==> src/rtl/lsu_pkg.sv <==
// Shared types, funct3 encodings and request classification for the load/store unit.
package lsu_pkg;

   typedef enum logic [2:0] {
      S_IDLE   = 3'd0,
      S_LD     = 3'd1,
      S_RMW_RD = 3'd2,
      S_ST_WR  = 3'd3,
      S_RESP   = 3'd4
   } lsu_state_e;

   localparam logic [2:0] F3_B  = 3'b000;
   localparam logic [2:0] F3_H  = 3'b001;
   localparam logic [2:0] F3_W  = 3'b010;
   localparam logic [2:0] F3_BU = 3'b100;
   localparam logic [2:0] F3_HU = 3'b101;

   // Loads accept B/H/W/BU/HU; stores have no unsigned forms.
   function automatic logic is_illegal(input logic is_store, input logic [2:0] funct3);
      if (is_store)
         return funct3[2] || (funct3 == 3'b011);
      else
         return (funct3 == 3'b011) || (funct3 == 3'b110) || (funct3 == 3'b111);
   endfunction

   // Size lives in funct3[1:0] for both signed and unsigned forms.
   function automatic logic is_misaligned(input logic [2:0] funct3, input logic [1:0] addr_lo);
      case (funct3[1:0])
         2'b01:   return addr_lo[0];
         2'b10:   return addr_lo != 2'b00;
         default: return 1'b0;
      endcase
   endfunction

endpackage

==> src/rtl/lsu_align.sv <==
// Byte-lane steering: load extract/extend and store lane merge (little-endian).
module lsu_align
   import lsu_pkg::*;
(
   input  logic [31:0] i_word,
   input  logic [31:0] i_old,
   input  logic [15:0] i_wdata,
   input  logic [1:0]  i_addr_lo,
   input  logic [2:0]  i_funct3,
   output logic [31:0] o_rdata,
   output logic [31:0] o_merged
);

   logic [31:0] w_shift;

   assign w_shift = i_word >> {i_addr_lo, 3'b000};

   // Extract the addressed lane(s) and sign- or zero-extend.
   always_comb begin
      o_rdata = i_word;
      case (i_funct3)
         F3_B:    o_rdata = {{24{w_shift[7]}}, w_shift[7:0]};
         F3_BU:   o_rdata = {24'h0, w_shift[7:0]};
         F3_H:    o_rdata = {{16{w_shift[15]}}, w_shift[15:0]};
         F3_HU:   o_rdata = {16'h0, w_shift[15:0]};
         default: o_rdata = i_word;
      endcase
   end

   // Replace only the target lane(s) of the previously read word.
   always_comb begin
      o_merged = i_old;
      case (i_funct3[1:0])
         2'b00:   o_merged[{i_addr_lo, 3'b000} +: 8]     = i_wdata[7:0];
         2'b01:   o_merged[{i_addr_lo[1], 4'b0000} +: 16] = i_wdata;
         default: o_merged = i_old;
      endcase
   end

endmodule

==> src/rtl/load_store_unit.sv <==
// Load/store sequencer in front of a word-only memory; sub-word stores use read-modify-write.
//
//   state    | meaning
//   ---------+--------------------------------------------------------------
//   S_IDLE   | ready for a request, memory strobes off
//   S_LD     | MemRead held RD_LATENCY cycles, extended data captured on last
//   S_RMW_RD | as S_LD, raw word captured for the SB/SH merge
//   S_ST_WR  | single-cycle MemWrite of merged word or SW data
//   S_RESP   | one-cycle response pulse, resp_* cleared on exit
module load_store_unit
   import lsu_pkg::*;
#(
   parameter int RD_LATENCY = 1,
   parameter int ADDR_WIDTH = 32
) (
   input  logic                  clk,
   input  logic                  rst_n,
   input  logic                  req_valid,
   output logic                  req_ready,
   input  logic                  req_is_store,
   input  logic [2:0]            req_funct3,
   input  logic [ADDR_WIDTH-1:0] req_addr,
   input  logic [31:0]           req_wdata,
   output logic                  resp_valid,
   output logic [31:0]           resp_rdata,
   output logic                  resp_misaligned,
   output logic                  resp_illegal,
   output logic [ADDR_WIDTH-1:0] mem_address,
   output logic [31:0]           mem_write_data,
   output logic                  mem_MemWrite,
   output logic                  mem_MemRead,
   input  logic [31:0]           mem_read_data
);

   localparam logic [1:0] CNT_LOAD = 2'(RD_LATENCY - 1);

   lsu_state_e            r_state;
   lsu_state_e            w_next;
   logic [1:0]            r_cnt;
   logic [2:0]            r_funct3;
   logic [ADDR_WIDTH-1:0] r_addr;
   logic [31:0]           r_wdata;
   logic [31:0]           r_merge;
   logic [31:0]           r_rdata;
   logic                  r_mis;
   logic                  r_ill;

   logic                  w_accept;
   logic                  w_ill;
   logic                  w_mis;
   logic                  w_rd_done;
   logic                  w_mem_active;
   logic [31:0]           w_ld_data;
   logic [31:0]           w_merged;

   assign w_accept  = req_valid && (r_state == S_IDLE);
   assign w_ill     = is_illegal(req_is_store, req_funct3);
   assign w_mis     = is_misaligned(req_funct3, req_addr[1:0]);
   assign w_rd_done = (r_cnt == 2'd0);

   lsu_align u_align (
      .i_word    (mem_read_data),
      .i_old     (r_merge),
      .i_wdata   (r_wdata[15:0]),
      .i_addr_lo (r_addr[1:0]),
      .i_funct3  (r_funct3),
      .o_rdata   (w_ld_data),
      .o_merged  (w_merged)
   );

   // State register.
   always_ff @(posedge clk or negedge rst_n) begin
      if (!rst_n) r_state <= S_IDLE;
      else        r_state <= w_next;
   end

   // Next-state decode.
   always_comb begin
      w_next = r_state;
      case (r_state)
         S_IDLE: begin
            if (w_accept) begin
               if (w_ill || w_mis)                 w_next = S_RESP;
               else if (!req_is_store)             w_next = S_LD;
               else if (req_funct3[1:0] == 2'b10)  w_next = S_ST_WR;
               else                                w_next = S_RMW_RD;
            end
         end
         S_LD:     if (w_rd_done) w_next = S_RESP;
         S_RMW_RD: if (w_rd_done) w_next = S_ST_WR;
         S_ST_WR:  w_next = S_RESP;
         S_RESP:   w_next = S_IDLE;
         default:  w_next = S_IDLE;
      endcase
   end

   // Request latch, latency down-counter and response/merge capture.
   always_ff @(posedge clk or negedge rst_n) begin
      if (!rst_n) begin
         r_cnt    <= 2'd0;
         r_funct3 <= 3'd0;
         r_addr   <= '0;
         r_wdata  <= 32'd0;
         r_merge  <= 32'd0;
         r_rdata  <= 32'd0;
         r_mis    <= 1'b0;
         r_ill    <= 1'b0;
      end else begin
         case (r_state)
            S_IDLE: begin
               if (w_accept) begin
                  r_cnt    <= CNT_LOAD;
                  r_funct3 <= req_funct3;
                  r_addr   <= req_addr;
                  r_wdata  <= req_wdata;
                  r_rdata  <= 32'd0;
                  r_ill    <= w_ill;
                  r_mis    <= w_mis && !w_ill;
               end
            end
            S_LD: begin
               if (w_rd_done) r_rdata <= w_ld_data;
               else           r_cnt   <= r_cnt - 2'd1;
            end
            S_RMW_RD: begin
               if (w_rd_done) r_merge <= mem_read_data;
               else           r_cnt   <= r_cnt - 2'd1;
            end
            S_RESP: begin
               r_rdata <= 32'd0;
               r_mis   <= 1'b0;
               r_ill   <= 1'b0;
            end
            default: ;
         endcase
      end
   end

   assign w_mem_active = (r_state == S_LD) || (r_state == S_RMW_RD) || (r_state == S_ST_WR);

   // Outputs decoded from registered state only, so strobes cannot glitch.
   always_comb begin
      req_ready       = (r_state == S_IDLE);
      resp_valid      = (r_state == S_RESP);
      resp_rdata      = r_rdata;
      resp_misaligned = r_mis;
      resp_illegal    = r_ill;
      mem_MemRead     = (r_state == S_LD) || (r_state == S_RMW_RD);
      mem_MemWrite    = (r_state == S_ST_WR);
      mem_address     = w_mem_active ? {r_addr[ADDR_WIDTH-1:2], 2'b00} : '0;
      mem_write_data  = 32'd0;
      if (r_state == S_ST_WR)
         mem_write_data = (r_funct3[1:0] == 2'b10) ? r_wdata : w_merged;
   end

endmodule

==> config.mk <==
export PLATFORM = sky130hd
export DESIGN_NAME = load_store_unit
export DESIGN_NICKNAME = d
export VERILOG_FILES = /design/src/rtl/lsu_pkg.sv /design/src/rtl/lsu_align.sv /design/src/rtl/load_store_unit.sv
export SDC_FILE = /design/constraint.sdc
export NUM_CORES = 1
export LEC_CHECK = 0
export ABC_AREA = 1
export CORE_ASPECT_RATIO = 1.1
export CORE_UTILIZATION = 39
export DETAILED_ROUTE_END_ITERATION = 7
export DONT_BUFFER_PORTS = 1
export SLEW_MARGIN = 10
export SYNTH_ARGS = -nofsm -noshare
export SYNTH_HDL_FRONTEND = slang
export SYNTH_SLANG_ARGS = --single-unit
export TNS_END_PERCENT = 5
==> constraint.sdc <==
create_clock -name clk -period 2.35 [get_ports clk]
set_clock_uncertainty 0.1 [all_clocks]
set_input_delay 0.1175 -clock clk [delete_from_list [all_inputs] [get_ports clk]]
set_output_delay 0.1175 -clock clk [all_outputs]
set_load 0.005 [all_outputs]
==> Word-level counts from Yosys, hierarchy flattened <==
Cells that the tools add are included.
{ "totals": {"latch_bits": 0, "mem_count": 0, "word_cells": 85, "ramBits": 0, "ff_bits": 138, "romBits": 0, "out_inout_bits": 102, "in_bits": 103} }
{ "classes": {"addsub": 3, "n_bitwise": 0, "reduce_logical": 24, "n_div": 0, "shifts": 5, "n_eq_ne": 18, "n_mux": 26, "multipliers": 0, "magnitude_cmp": 0} }
{ "op_table": {"columns": ["operator", "count"], "rows": [
  ["$mux W32", 5],
  ["$pmux W32 S4", 1],
  ["$pmux W32 S3", 1],
  ["$bwmux W32", 2],
  ["$pmux W32 S2", 1],
  ["$shift A16 B7 Y32 const A", 1],
  ["$shift A8 B7 Y32 const A", 1],
  ["$shiftx A16 B7 Y32", 1],
  ["$shiftx A8 B7 Y32", 1],
  ["$shr A32 B5 Y16", 1],
  ["$eq A3 B3 Y1 const B", 5],
  ["$neg A5 Y7", 2],
  ["$mux W3", 4],
  ["$pmux W3 S4", 1],
  ["$eq A3 B2 Y1 const B", 3],
  ["$reduce_and A3 Y1", 3],
  ["$eq A3 B1 Y1 const B", 2],
  ["$logic_not A3 Y1", 2],
  ["$logic_or A1 B1 Y1", 6],
  ["$mux W2", 3],
  ["$ne A2 B2 Y1 const B", 3],
  ["$pmux W1 S2", 3],
  ["$reduce_and A2 Y1", 3],
  ["$reduce_bool A2 Y1", 3],
  ["11 further kinds", 18]
]} }

==> Logic depth before layout (Yosys ltp) <==
{ "depth": {"depth_word": 8, "mapped_depth": 12, "ltp_nobuf": 10} }

==> Hierarchy <==
From an unflattened synthesis, not the netlist that was laid out.
{ "unflattened": {"cells_unflattened": 1337, "hier_area_um2": 8608.3} }
{ "by_module_without_submodules": {"columns": ["module", "area_each_um2", "seq_area_each_um2", "instances", "cells_each"], "rows": [
  ["load_store_unit", 6428.7, 3453.3, 1, 851],
  ["lsu_align", 2179.6, 0.0, 1, 486]
]} }

==> Worst setup path after synthesis <==
No wires, ideal clock.
{ "synth_path": {"path_type": "register -> output", "startpoint": "register r_addr[1]", "endpoint": "output mem_write_data[11]", "n_path_buf": 2, "stages_incl_launch_ff": 13, "path_slack_ps": 355, "arrival_time_ps": 1778, "required_time_ps": 2132, "path_cell_list": "dfrtp_1 -> buf_4 -> inv_4 -> buf_2 -> ha_1 -> inv_1 -> nor2_1 -> nand2_1 -> inv_1 -> nand2_1 -> nand2_1 -> nand2_1 -> a21oi_1"} }
{ "synth_via": {"elab_chain_cells": 6, "word_cells_on_any_way": 11, "cone_classes": "add/sub: 2; shift: 4; mux: 5"} }
{ "synth_rtl": {"columns": ["item", "line", "text"], "rows": [
  ["from (decl)", "load_store_unit.sv:41", "logic [ADDR_WIDTH-1:0] r_addr;"],
  ["from (signal assigned)", "load_store_unit.sv:114", "r_addr <= req_addr;"],
  ["$neg A5 Y7 (on tied branches)", "lsu_align.sv:35, lsu_align.sv:34", null],
  ["$shiftx A16 B7 Y32, or another cell as far along", "lsu_align.sv:35", "2'b01: o_merged[{i_addr_lo[1], 4'b0000} +: 16] = i_wdata;"],
  ["$bwmux W32 (on tied branches)", "lsu_align.sv:35, lsu_align.sv:34", null],
  ["$pmux W32 S2 (*)", "lsu_align.sv:33", "case (i_funct3[1:0])"],
  ["$mux W32 (*)", "load_store_unit.sv:153", "mem_write_data = (r_funct3[1:0] == 2'b10) ? r_wdata : w_merged;"],
  ["$mux W32 (*)", "load_store_unit.sv:152", "if (r_state == S_ST_WR)"],
  ["to (decl)", "load_store_unit.sv:29", "output logic [31:0] mem_write_data,"]
]} }
Mark *: on every way between the ends. The rest lies on a longest branch, timed or not.

==> Final worst setup path <==
{ "layout_path": {"startpoint": "register r_addr[0]", "endpoint": "output mem_write_data[10]"} }
{ "layout_via": {"elab_chain_cells": 6, "word_cells_on_any_way": 7, "cone_classes": "add/sub: 1; shift: 2; mux: 4"} }
{ "layout_rtl": {"columns": ["item", "line", "text"], "rows": [
  ["$neg A5 Y7 (*)", "lsu_align.sv:34", "2'b00: o_merged[{i_addr_lo, 3'b000} +: 8] = i_wdata[7:0];"],
  ["$shiftx A8 B7 Y32 or $shift A8 B7 Y32 (tied branches)", "lsu_align.sv:34", null],
  ["$bwmux W32 (*)", "lsu_align.sv:34", null],
  ["$pmux W32 S2 (*)", "lsu_align.sv:33", null],
  ["$mux W32 (*)", "load_store_unit.sv:153", null],
  ["$mux W32 (*)", "load_store_unit.sv:152", null]
]} }
Marked as above.

==> results <==
- The clock edge transition at the registers on the reported setup and hold paths is 60 ps.
- The clock passes through at most 2 buffers.
- The worst-case IR drop observed on VDD is 718.3 uV.
- Data on the critical path is required at its endpoint by 2130 ps.
- The total CTS buffers is 17.
- The final reports fail on design-rule violations, negative hold slack.
- The initial antenna violation count is 0.
- The fraction of post-synthesis cell area in the top cell type by area is 43.21%.
- The number of different library cells used by synthesis comes to 38.
- In this run, synthesis produced a sequential element count of 138.
- The worst setup path is captured at an output pin.
- The run finished, with violations left.
- The congestion estimate from routability-driven global placement came to 0.9156.
- The max-cap check violation count is 0.
- The estimated wirelength of the detail-placed design is 17.43 mm.
- The count of endpoints failing setup in the final report is 0.
- The number of hold-slack violations in the final timing report is 138.
- The later-pin clock latency in the skew report is 430 ps.
- The total overflow left after global routing is 0.
- The tightest hold path in the finished design has a slack of -717.0 ps.
- For this design, the CTS-stage hold fixing added 102 buffers.
- The total number of clock tree sinks is 138.
- After detailed routing, the average wire length per cell comes to 16.64 um.
- The max-slew headroom at the worst pin is 66.59%.
- Along the worst path, the maximum fanout reaches 5.
- The setup slack at placement is 371.1 ps.
- Once routing completed, OpenROAD measured the worst setup slack at 58.45 ps.
- The startpoint kind of the worst setup timing path is a register.
- The worst path needs 2292 ps of the cycle, external delays included.
- The highest achievable clock rate is 0.4364 GHz.
- The post-layout instance area is 10,050 um2.
- In this run the cell area of the synthesized design comes to 7993 um2.
- The detailed router placed 7,760 vias in this run.
- For this run, the number of Yosys warnings is 0.
- Global routing used 24.68% of the available tracks across all layers.
- In this run the core area contains 54 standard-cell rows.
- The mean area per synthesized cell is 6.999 um2.
- The floorplan step set the die height to 152.1 um.
- Setup repair after global routing could not meet its margin everywhere.
- Yosys attributes the largest share of cell area to sky130_fd_sc_hd__dfrtp_1 43%, sky130_fd_sc_hd__nand2_1 22%, sky130_fd_sc_hd__o21ai_0 6.3%.
- After detailed routing, the number of vias per cell comes to 5.102.
- In the final layout, the share of cells above drive strength 1 is 11.98%.
- The post-place instance area is 8229 um2.
- The cell taking the most area after synthesis is sky130_fd_sc_hd__dfrtp_1.
- The root buffer cell chosen for the clock tree is sky130_fd_sc_hd__clkbuf_16.
- The final critical path takes up 97.51% of the cycle.
- The power density over the cells is 1296 nW/um2.
- The share of the Yosys chip area taken by registers is 43.21%.
- The setup path with the least slack is of type register to output pin.
- The TritonCTS clock tree is yes.
- The initial utilization of the core area, before any placement, comes to 40.10%.
- The maximum number of pins on one net before global-route repair is 139.
- The number of detailed-routing iterations run before antenna repair is 7.
- The gate count of the mapped netlist is 1,142.
- Data arrives at the worst endpoint at 2070 ps.
- Counting cells, the worst reg-to-reg path comes to 7.
- The power after layout is 13.02 mW.
- The global-route wire length before repair is 40.29 mm.
- The die is 138.5 um wide.
- The antenna diode instance count is 0.
- The final count of pins violating max slew is 0.
- Wires add up to 25.31 mm.
- The worst hold path belongs to the class input port to async pin.
- The H-tree was split into 4 levels.
- Input and output buffers added on the ports amount to 0.
- The via count of the first global-routing pass is 7,673.
- The top-level port count is 205.
- For the pin with the worst max-slew slack, the measured transition is 501.2 ps.
- In this run, the number of DRC markers left after iteration 0 of detailed routing was 542.
- At the end of the flow, the number of nets in the layout was 1,368.
- The die area is 21,070 um2.
- The count of nets left with antenna violations once routing finished came out at 0.
- The total area inside the core boundary comes to 19,930 um2.
- The residual DRC count is 12.
- The reported leakage power is 5.078 nW.
- The layout overhead on the synthesized area is 25.72%.
-- through the flow --
| stage | instances | utilization (%) | hold slack, ps | TNS [ps] |
|---|---|---|---|---|
| global placement | 1379 | 41.29 | -272.3 | 0 |
| CTS | 1513 | 49.42 | -730.6 | 0 |
| global route | 1521 | 50.41 | -738.9 | -710.4 |
| finish | 1521 | 50.41 | -717.0 | 0 |
| floorplan | 1143 | - | -278.1 | 0 |
| detailed placement | 1379 | 41.29 | -272.3 | 0 |
-- worst max-delay path, cell delays in order, from the launching register on --
cell and delay (ps):
sky130_fd_sc_hd__dfrtp_1 420, sky130_fd_sc_hd__clkinv_4 100, sky130_fd_sc_hd__ha_4 280, sky130_fd_sc_hd__inv_2 60, sky130_fd_sc_hd__nor2_4 120, sky130_fd_sc_hd__nand2_2 100, sky130_fd_sc_hd__inv_2 90, sky130_fd_sc_hd__nand2_1 80
sky130_fd_sc_hd__nand2_1 60, sky130_fd_sc_hd__nand2_1 50, sky130_fd_sc_hd__a21oi_2 140, sky130_fd_sc_hd__buf_4 130
-- repair_timing --
action | CTS | global route
hold endpoints to repair | 274 | 138
setup buffers | 0 | 8
pin swaps | 0 | 6
gates resized for setup | 6 | 46
endpoints found under the setup margin | 9 | 27
-- sequential cells by signal, indices dropped and copies added (netlist names) --
register / count
resp_illegal: 1
r_funct3: 3
resp_rdata: 32
r_merge: 32
r_wdata: 32
r_state: 3
r_addr: 32
resp_misaligned: 1
r_cnt: 2
-- cell families after synthesis --
family / after synthesis / share of synthesized area (%)
buffers and inverters: 156 / 9.471
AND/OR/NAND/NOR: 644 / 33.02
AO/OA/AOI/OAI: 194 / 12.85
other: 1 / 0.04692
adder cells (fa/ha/maj): 9 / 1.409
flip-flops: 138 / 43.21
-- cells in the mapped netlist, drive strengths merged --
cell	n
nand3	36
or2	1
nor3	4
nor2	117
nand2	481
ha	9
o211ai	6
o22ai	2
nand3b	2
conb	1
a21oi	52
o21ai	132
clkinv	2
clkbuf	16
dfrtp	138
a21boi	1
buf	37
inv	101
nand4	3
o31ai	1
-- worst paths after layout --
check / from / to / slack, ps
max: r_addr[0]$_DFFE_PN0P_ / mem_write_data[10] / 60
min: rst_n / resp_rdata[27]$_DFFE_PN0P_ / -720
max reg2reg: r_state[2]$_DFFE_PN0P_ / r_funct3[2]$_DFFE_PN0P_ / 200
min reg2reg: r_wdata[16]$_DFFE_PN0P_ / r_wdata[16]$_DFFE_PN0P_ / 370
max in group asynchronous: rst_n / r_addr[2]$_DFFE_PN0P_ / 2610
min in group clk: req_valid / r_state[2]$_DFFE_PN0P_ / 0
-- area by class of cell --
type | instances | area [um2]
multi-input cells | 849 | 3897
flip-flops and latches | 138 | 3455
fillers | 1960 | 9883
well taps | 252 | 315.3
inverters | 103 | 410.4
repair buffers | 147 | 1383
clock inverters | 14 | 158.9
clock buffers | 18 | 429.2
-- where the power goes --
group	switching [mW]	total (mW)	internal (mW)	leakage [nW]
Sequential	0.850	4.21	3.36	1.74
Combinational	4.05	6.11	2.05	3.06
Clock	1.12	2.70	1.58	0.276
-- layer usage --
layer  share of wire (%)  vias to the layer above  track usage, %
li1                    -                     3796               -
met1                  41                     3623           29.38
met2                  50                      279           42.66
met3                 6.6                       62           5.720
met4                 3.1                        0           10.49
met5                   0                        -               0
-- cells in the final DEF, fill, tap and decap left out, types with 6 or more instances in the layout --
cell type                       synthesis  final
sky130_fd_sc_hd__nand2_2                6     11
sky130_fd_sc_hd__o211ai_1               6      6
sky130_fd_sc_hd__o21ai_0              100     97
sky130_fd_sc_hd__inv_1                 88     84
sky130_fd_sc_hd__o21ai_1               30     33
sky130_fd_sc_hd__ha_1                   9      7
sky130_fd_sc_hd__dfrtp_1              138    137
sky130_fd_sc_hd__a21oi_2                3     10
sky130_fd_sc_hd__inv_2                  9     11
sky130_fd_sc_hd__nor2_1               111     98
sky130_fd_sc_hd__nor2_2                 1     10
sky130_fd_sc_hd__clkbuf_16              0     17
sky130_fd_sc_hd__nand3_1               30     29
sky130_fd_sc_hd__a21oi_1               49     42
sky130_fd_sc_hd__buf_4                 13     42
sky130_fd_sc_hd__nand2_1              473    468
sky130_fd_sc_hd__nor2_4                 4      8
sky130_fd_sc_hd__dlygate4sd3_1          0    102
No activity file was read; power rests on OpenSTA's default activity.
